===== src/rtl/pic_priority_resolver_n.sv =====
// Clocked 8259A-style priority resolver: picks the highest-rank unmasked request against
// the in-service set, runs the two-pulse INTA acknowledge, and handles EOI/AEOI/rotation.
module pic_priority_resolver_n #(
    parameter int NUM_IR = 8,
    parameter int ID_W   = $clog2(NUM_IR)
) (
    input  logic              clk,
    input  logic              rst,
    input  logic [NUM_IR-1:0] irr,
    input  logic [NUM_IR-1:0] imr,
    input  logic              inta,
    input  logic              aeoi,
    input  logic              auto_rot,
    input  logic              eoi,
    input  logic              eoi_specific,
    input  logic [ID_W-1:0]   eoi_level,
    input  logic              set_prio,
    input  logic [ID_W-1:0]   prio_base,
    output logic              int_out,
    output logic [NUM_IR-1:0] isr,
    output logic              irr_clear,
    output logic [ID_W-1:0]   irr_clear_id,
    output logic              vector_valid,
    output logic [ID_W-1:0]   vector_id,
    output logic              spurious
);

    typedef enum logic {IDLE, WAIT2} state_t;

    typedef struct packed {
        logic            found;
        logic [ID_W-1:0] id;
        logic [ID_W-1:0] rank;
    } pick_t;

    // Scan from the IR just above the lowest-priority pointer; the first set bit wins.
    function automatic pick_t pick(input logic [NUM_IR-1:0] vec, input logic [ID_W-1:0] ptr);
        pick_t           r;
        logic [ID_W-1:0] idx;
        r = '0;
        for (int k = 0; k < NUM_IR; k++) begin
            idx = ID_W'((int'(ptr) + 1 + k) % NUM_IR);
            if (!r.found && vec[idx]) begin
                r.found = 1'b1;
                r.id    = idx;
                r.rank  = ID_W'(k);
            end
        end
        return r;
    endfunction

    state_t            state_q, state_d;
    logic              inta_q;
    logic [NUM_IR-1:0] isr_q, isr_d;
    logic [ID_W-1:0]   lowest_q, lowest_d;
    logic [ID_W-1:0]   id_q, id_d;
    logic              spurious_q, spurious_d;
    logic              int_out_q, int_out_d;
    logic              irr_clear_q, irr_clear_d;
    logic [ID_W-1:0]   irr_clear_id_q, irr_clear_id_d;
    logic              vector_valid_q, vector_valid_d;
    logic [ID_W-1:0]   vector_id_q, vector_id_d;

    pick_t             cand, svc;
    logic              inta_rise;
    logic              eoi_hit;
    logic [ID_W-1:0]   eoi_idx;

    assign cand      = pick(irr & ~imr, lowest_q);
    assign svc       = pick(isr_q, lowest_q);
    assign inta_rise = inta & ~inta_q;

    // NOTE: every always_comb output gets a default first, so no path can infer a latch.
    always_comb begin
        state_d        = state_q;
        isr_d          = isr_q;
        lowest_d       = lowest_q;
        id_d           = id_q;
        spurious_d     = spurious_q;
        irr_clear_d    = 1'b0;
        irr_clear_id_d = irr_clear_id_q;
        vector_valid_d = 1'b0;
        vector_id_d    = vector_id_q;
        eoi_hit        = 1'b0;
        eoi_idx        = '0;

        // EOI decisions look at the pre-update isr; any set below overrides the clear.
        if (eoi) begin
            if (!eoi_specific) begin
                eoi_hit = svc.found;
                eoi_idx = svc.id;
            end else if (int'(eoi_level) < NUM_IR && isr_q[eoi_level]) begin
                eoi_hit = 1'b1;
                eoi_idx = eoi_level;
            end
        end
        if (eoi_hit) isr_d[eoi_idx] = 1'b0;

        case (state_q)
            IDLE: begin
                if (inta_rise) begin
                    state_d = WAIT2;
                    if (cand.found) begin
                        id_d            = cand.id;
                        isr_d[cand.id]  = 1'b1;
                        irr_clear_d     = 1'b1;
                        irr_clear_id_d  = cand.id;
                    end else begin
                        id_d       = ID_W'(NUM_IR - 1);
                        spurious_d = 1'b1;
                    end
                end
            end
            WAIT2: begin
                if (inta_rise) begin
                    state_d        = IDLE;
                    vector_valid_d = 1'b1;
                    vector_id_d    = id_q;
                    spurious_d     = 1'b0;
                    if (aeoi && !spurious_q) begin
                        isr_d[id_q] = 1'b0;
                        if (auto_rot) lowest_d = id_q;
                    end
                end
            end
            default: state_d = IDLE;
        endcase

        // Later assignments win: set_prio over EOI rotation over AEOI rotation.
        if (eoi_hit && auto_rot) lowest_d = eoi_idx;
        if (set_prio && int'(prio_base) < NUM_IR) lowest_d = prio_base;

        int_out_d = cand.found && (!svc.found || cand.rank < svc.rank)
                    && state_q == IDLE && !inta_rise;
    end

    // NOTE: sequential state uses non-blocking assignments so every register samples
    // the same pre-edge values.
    always_ff @(posedge clk or posedge rst) begin
        if (rst) begin
            state_q        <= IDLE;
            inta_q         <= 1'b0;
            isr_q          <= '0;
            lowest_q       <= ID_W'(NUM_IR - 1);
            id_q           <= '0;
            spurious_q     <= 1'b0;
            int_out_q      <= 1'b0;
            irr_clear_q    <= 1'b0;
            irr_clear_id_q <= '0;
            vector_valid_q <= 1'b0;
            vector_id_q    <= '0;
        end else begin
            state_q        <= state_d;
            inta_q         <= inta;
            isr_q          <= isr_d;
            lowest_q       <= lowest_d;
            id_q           <= id_d;
            spurious_q     <= spurious_d;
            int_out_q      <= int_out_d;
            irr_clear_q    <= irr_clear_d;
            irr_clear_id_q <= irr_clear_id_d;
            vector_valid_q <= vector_valid_d;
            vector_id_q    <= vector_id_d;
        end
    end

    assign int_out      = int_out_q;
    assign isr          = isr_q;
    assign irr_clear    = irr_clear_q;
    assign irr_clear_id = irr_clear_id_q;
    assign vector_valid = vector_valid_q;
    assign vector_id    = vector_id_q;
    assign spurious     = spurious_q;

endmodule


===== config.mk =====
export PLATFORM = sky130hd
export DESIGN_NAME = pic_priority_resolver_n
export DESIGN_NICKNAME = d
export VERILOG_FILES = /design/src/rtl/pic_priority_resolver_n.sv
export SDC_FILE = /design/constraint.sdc
export NUM_CORES = 1
export LEC_CHECK = 0
export ABC_AREA = 1
export CORE_MARGIN = 2
export CORE_UTILIZATION = 36
export DETAILED_ROUTE_END_ITERATION = 10
export PLACE_DENSITY = 0.53
export SLEW_MARGIN = 20
export SYNTH_ARGS = -nofsm -noshare
export SYNTH_HDL_FRONTEND = slang
export SYNTH_SLANG_ARGS = --single-unit

===== constraint.sdc =====
create_clock -name clk -period 10.28 [get_ports clk]
set_clock_uncertainty 0.15 [all_clocks]
set_input_delay 3.084 -clock clk [delete_from_list [all_inputs] [get_ports clk]]
set_output_delay 3.084 -clock clk [all_outputs]
set_load 0.02 [all_outputs]

==> results.md, run 1 <==
* GR Util All Layers at 0.2086
* Mapped Cells at 545
* Inserted Diodes at 0
* Worst setup SP type: input pin
* Initial drt markers at 159
* RSZ-0062 raised after global routing: false
* Post-CTS Hold Fix Bufs at 0
* Final Power at 0.001230 W
* Yosys reg bits at 26
* First-pass GRT wire length at 16.30 mm
* Area growth from synthesis to layout at 17.93%
* FF/Latch Area at 654.4 sq um
* Largest net degree at the start of global routing at 33
* Die W at 97.70 um
* Layout Nets at 624
* Worst Setup Path Type: in -> reg
* Seq/Total Area, Yosys at 0.2070
* CTS H-Tree Depth at 1
* Ranking of synthesized cells by area: nand2_1, dfrtp_1, nand3_1
* Max_slew headroom at 0.3575
* Multi-input gate area at 2145 sq um
* Number of global-route vias before repair at 3274
* DR vias at 3450
* Hold Crit Class: reg -> reg
* Residual antenna-violating net count after detailed routing at 0
* Setup_tns at 0 ns
* Number of remaining DRC errors at 0
* Placed cell count at 689
* Syn nets at 583
* Fmax at 179.1 MHz
* Clock Latency Late Sink at 0.27 ns
* Area leader, netlist: nand2_1
* Num Clock Sinks at 26
* Clock Tree Buf Depth at 2
* Detailed Routing Iterations Pass 1 at 4
* Initial Utilization at 0.3660
* Top cell type's share of synthesized area at 0.2375
* Number of hold violations in the final report at 0
* Full die area at 9544 sq um
* Ys async rst share at 1.000
* Fin. max-slew vios at 0
* GP Congestion at 0.8989
* Total core area at 8636 sq um
* Crit end category: register
* Crit share post-route at 0.5431
* CTS root buf: clkbuf_8
* Fill count at 956
* PortBufs at 47
* Post-layout util at 0.4316
* Reg-to-reg slack, setup at 5.42 ns
* Post-DP HPWL at 8.031 mm
* Ratio of cells with drive above 1 in the final layout at 0.1060
* Grt ovf at 0
* WL final at 9.916 mm
* Synth Warn # at 0
* Avg Synthesized Cell Area at 5.799 sq um
* Final setup viols at 0
* CTS tree: built
* Worst path required time at 10.30 ns
* Die H at 97.70 um
* Worst vdd ir at 0.1489 mV
* Post-Layout Cell Count at 693
* CP Max Fanout at 6
* Critical Path AT at 5.60 ns
* EDFF count, synth at 0
* Pwr dens at 329.9 nW/um^2
* Drt wl/cell at 14.31 um
* Max_cap viols at 0
* Initial antenna violation count at 0
* Clk pin slew, worst setup/hold paths at 0.09 ns
* Cell Rows at 34
* Synth unique cells at 36
* Minimum clock period at 5.583 ns
* CTS Buf Count at 3
* I/O pin total at 48
* P_leak at 1.927 nW
* Status: finished, final reports clean
* Ys flop type: dfrtp_1
* Syn Std Cell Area at 3161 sq um
* Setup bufs post-CTS at 0
* PostCTS Resize Cnt at 0
* Vias per inst at 4.978
* Worst slew pin tran at 0.9578 ns
==> worst max-delay path, cell delays in order <==
cell	delay, ns
clkdlybuf4s50_1	0.45
nand2_1	0.06
o21ai_0	0.22
nand2_1	0.08
and2_1	0.19
o21ai_1	0.40
nor2_4	0.11
nand3_1	0.11
inv_1	0.04
nor2_1	0.12
nand3_1	0.11
ha_1	0.29
nand2_1	0.04
inv_1	0.04
nand2_1	0.05
a21oi_1	0.16
nor2_1	0.06
==> through the flow <==
step           area [sq um]  hold WS (ns)  setup slack [ns]
6_report               3727        0.3403             4.697
5_1_grt                3727        0.3715             4.415
4_1_cts                3727        0.3477             4.720
3_5_place_dp           3672        0.3245             4.429
3_3_place_gp           3672        0.3200             4.539
2_1_floorplan          3161        0.3428             5.153
==> layout by cell type (no fill, tap or decap), types with 2 or more instances in the layout <==
cell,instances
dfrtp_1,23
nor2_4,3
clkdlybuf4s50_1,47
nand4_1,15
a21oi_2,2
o21ai_0,23
nand2_1,200
inv_4,2
and2_1,2
a21oi_1,17
dfstp_2,3
o21ai_2,5
nand2_4,2
a31oi_1,2
nor2_1,57
nor2_2,7
nand3_1,57
nand3_4,2
inv_2,7
o21ai_1,5
nand2_2,17
ha_1,8
nand3_2,4
o211ai_1,2
clkbuf_8,4
clkinv_1,4
inv_1,57
==> cells by family after synthesis <==
group                    count (synthesis)  synth area share
AO/OA/AOI/OAI                           60            0.1093
adder cells (fa/ha/maj)                  8           0.03167
buffers and inverters                   81            0.1144
flip-flops                              26            0.2070
multiplexers                             1          0.003167
AND/OR/NAND/NOR                        369            0.5344
==> registers in the layout, indices dropped and copies added, names as in the netlist <==
| register | cells |
|---|---|
| id_q | 3 |
| int_out | 1 |
| inta_q | 1 |
| irr_clear | 1 |
| irr_clear_id | 3 |
| isr | 8 |
| lowest_q | 3 |
| spurious | 1 |
| state_q | 1 |
| vector_id | 3 |
| vector_valid | 1 |
==> worst paths after layout <==
path | endpoint | from | cells past startpoint
setup / recovery | int_out | irr[2] | 17
hold / removal | irr_clear_id[1] | irr_clear_id[1] | 2
setup reg to reg | int_out | lowest_q[0] | 21
hold reg to reg | irr_clear_id[1] | irr_clear_id[1] | 2
max in group asynchronous | isr[7] | rst | 2
min in group asynchronous | id_q[2] | rst | 2
==> power breakdown <==
group	total, W	internal, W	switching [W]
Sequential	0.000198	0.000142	0.0000561
Clock	0.0000665	0.0000343	0.0000322
Combinational	0.000965	0.000304	0.000660
Total	0.00123	0.000481	0.000749
==> metal layers <==
layer | up-vias | wire length [um] | global-route usage
met5 | - | 0 | 0
met4 | 0 | 96 | 0.04701
met3 | 8 | 322 | 0.01007
met2 | 56 | 5019 | 0.3798
met1 | 1569 | 4478 | 0.2718
li1 | 1817 | - | -
==> area by class of cell <==
type	instances	area share
Multi-Input combinational cell	438	0.5754
Sequential cell	26	0.1756
Timing Repair Buffer	47	0.1262
Inverter	70	0.07184
Tap cell	108	0.03625
Clock buffer	4	0.01477
==> synth_stat cells, types with 4 or more instances <==
| library cell | count |
|---|---|
| inv_1 | 58 |
| nand2_1 | 200 |
| o21ai_1 | 5 |
| nor2_2 | 7 |
| dfrtp_1 | 23 |
| nand3_2 | 4 |
| o21ai_2 | 5 |
| nand2_2 | 17 |
| o21ai_0 | 23 |
| nand3_1 | 57 |
| nand4_1 | 15 |
| buf_6 | 5 |
| ha_1 | 8 |
| nor2_1 | 57 |
| a21oi_1 | 17 |
| inv_2 | 7 |
Power figures use the tool's default switching activity.
==> inputs of run 2 (changes only) <==
Clock period 10.28 ns to 5.5 ns, I/O delays scaled along.
==> run 2 against run 1 <==
Global-route usage rose by 0.39 points. Critical path type unchanged. Setup slack worse by 3.3 ns. Total power is 91% higher. Largest power group unchanged. Clock power grew 140%. Highest routed layer unchanged.
==> results.md, run 2 (synthesis results as in run 1) <==
* Setup_tns at 0 ns
* Crit path buffers/inverters at 5
* Initial antenna violation count at 0
* Clock Tree Buf Depth at 2
* P_leak at 1.946 nW
* Fmax at 243.6 MHz
* Number of hold violations in the final report at 0
* Clk network pwr share at 0.069
* Commonest non-fill, non-tap cell in the layout: nand2_1
* Post-layout util at 0.4352
* CTS H-Tree Depth at 1
* Total core area at 8636 sq um
* CTS tree: built
* Worst slew pin tran at 0.5619 ns
* Status: finished, final reports clean
* Die W at 97.70 um
* Fin. max-slew vios at 0
* PortBufs at 47
* Multi-input gate area at 2145 sq um
* Worst vdd ir at 0.2648 mV
* GR Util All Layers at 0.2125
* Uppermost layer routed: met4
* Number of flip-flops in the largest register at 8
* Pwr dens at 623.3 nW/um^2
* RSZ-0062 raised after global routing: false
* Net Switching at 0.001405 W
* Flop pwr share at 0.151
* Largest net degree at the start of global routing at 32
* Post-DP HPWL at 8.035 mm
* Internal power at 0.0009376 W
* Grt ovf at 0
* Full die area at 9544 sq um
* Met3 WL at 349 um
* Layout Nets at 626
* Crit end category: register
* Fill count at 944
* DR vias at 3496
* Residual antenna-violating net count after detailed routing at 0
* Largest stage delay on the critical path at 0.45 ns
* FF/Latch Area at 654.4 sq um
* Drt wl/cell at 14.34 um
* Max_cap viols at 0
* CTS root buf: clkbuf_8
* Detailed Routing Iterations Pass 1 at 6
* Initial Utilization at 0.3660
* Critical Path AT at 4.17 ns
* CTS Buf Count at 3
* Hold Crit Class: reg -> reg
* Number of remaining DRC errors at 0
* Clock Latency Late Sink at 0.27 ns
* Area growth from synthesis to layout at 18.92%
* Placement Cell Area at 3687 sq um
* Setup bufs post-CTS at 0
* Most frequent CP cell: nand2_1
* Num Clock Sinks at 26
* Vias per inst at 5.030
* Initial drt markers at 224
* Inserted Diodes at 0
* Cell Rows at 34
* Sw Share at 0.5998
* Worst Setup Path Type: in -> reg
* Critical-path cell list: clkdlybuf4s50_1 > inv_1 > nand2_1 > nand2_1 > nand2_1 > inv_1 > o21ai_1 > nor2_1 > nor2_2 > nand2_1 > nor2_1 > nand3_2 > nor2_4 > nand3_1 > inv_1 > nor2_1 > nand3_1 > ha_1 > nand2_1 > inv_1 > nand2_1 > a21oi_1 > nor2_1
* Crit-path leading delay family: simple AND/OR/NAND/NOR gates
* Minimum clock period at 4.105 ns
* Critical-path top delay cell: clkdlybuf4s50_1
* Max_slew headroom at 0.6249
* Die H at 97.70 um
* Post-route design area at 3759 sq um
* First-pass GRT wire length at 16.49 mm
* GP Congestion at 0.8946
* Crit share post-route at 0.7464
* Comb power frac at 0.780
* WL final at 9.965 mm
* Number of global-route vias before repair at 3357
* Most frequent cells in the layout: nand2_1, inv_1, nor2_1, nand3_1, clkdlybuf4s50_1
* WHS at 0.3375 ns
* Ratio of cells with drive above 1 in the final layout at 0.1107
* Worst path required time at 5.56 ns
* CP Max Fanout at 6
* WL met2 at 4.860 mm
* PostCTS Resize Cnt at 0
* Detailed-route wire length on metal 1 at 4.548 mm
* Final setup viols at 0
* Worst setup SP type: input pin
* Post-CTS Hold Fix Bufs at 0
* I/O pin total at 48
* Clk pin slew, worst setup/hold paths at 0.09 ns
## run 2: cell count changes in the layout (fill, tap and decap cells not counted)
cell,previous run,this run
clkbuf_8,4,3
buf_4,0,2
bufinv_16,0,1
clkinv_1,4,3
inv_2,7,8
## run 2: path summary, 6_finish.rpt
| path | endpoint | slack (ns) | from | cells past startpoint |
|---|---|---|---|---|
| max | int_out | 1.39 | imr[2] | 23 |
| min | irr_clear_id[0] | 0.34 | irr_clear_id[0] | 2 |
| max reg2reg | int_out | 1.65 | lowest_q[0] | 19 |
| min reg2reg | irr_clear_id[0] | 0.34 | irr_clear_id[0] | 2 |
| max in group asynchronous | int_out | 3.24 | rst | 2 |
| min in group asynchronous | vector_id[1] | 1.59 | rst | 2 |
## run 2: layout make-up
| type | count | share of cell area |
|---|---|---|
| repair buffers | 49 | 0.1292 |
| clock buffers | 3 | 0.01099 |
| well taps | 108 | 0.03595 |
| multi-input cells | 438 | 0.5706 |
| clock inverters | 1 | 0.007989 |
| flip-flops and latches | 26 | 0.1741 |
| inverters | 70 | 0.07124 |
## run 2: per-stage QoR
stage / setup slack (ns) / cells / power, W
2_1_floorplan: 1.807 / 545 / 0.001681
3_3_place_gp: 1.199 / 691 / 0.002170
3_5_place_dp: 1.125 / 691 / 0.002168
4_1_cts: 1.414 / 695 / 0.002339
5_1_grt: 1.089 / 695 / 0.002586
6_report: 1.395 / 695 / 0.002343
## run 2: power by group through the flow
stage / Combinational (W) / Sequential [W] / Clock, W
final: 0.00183 / 0.000354 / 0.000161
after global routing: 0.00205 / 0.000364 / 0.000174
after CTS: 0.00182 / 0.000353 / 0.000166
after detailed placement: 0.00181 / 0.000356 / 0
after global placement: 0.00181 / 0.000356 / 0
after floorplan: 0.00130 / 0.000378 / 0
## run 2: tightest hold or removal path: stages (launching register included)
cell and delay [ns]:
dfrtp_1 0.35, nand2_1 0.05, nand2_1 0.06
## run 2: routing by layer
metal,vias up,track usage
met1,1571,0.2732
li1,1825,-
met3,14,0.01295
met4,0,0.06090
met5,-,0
met2,86,0.3830
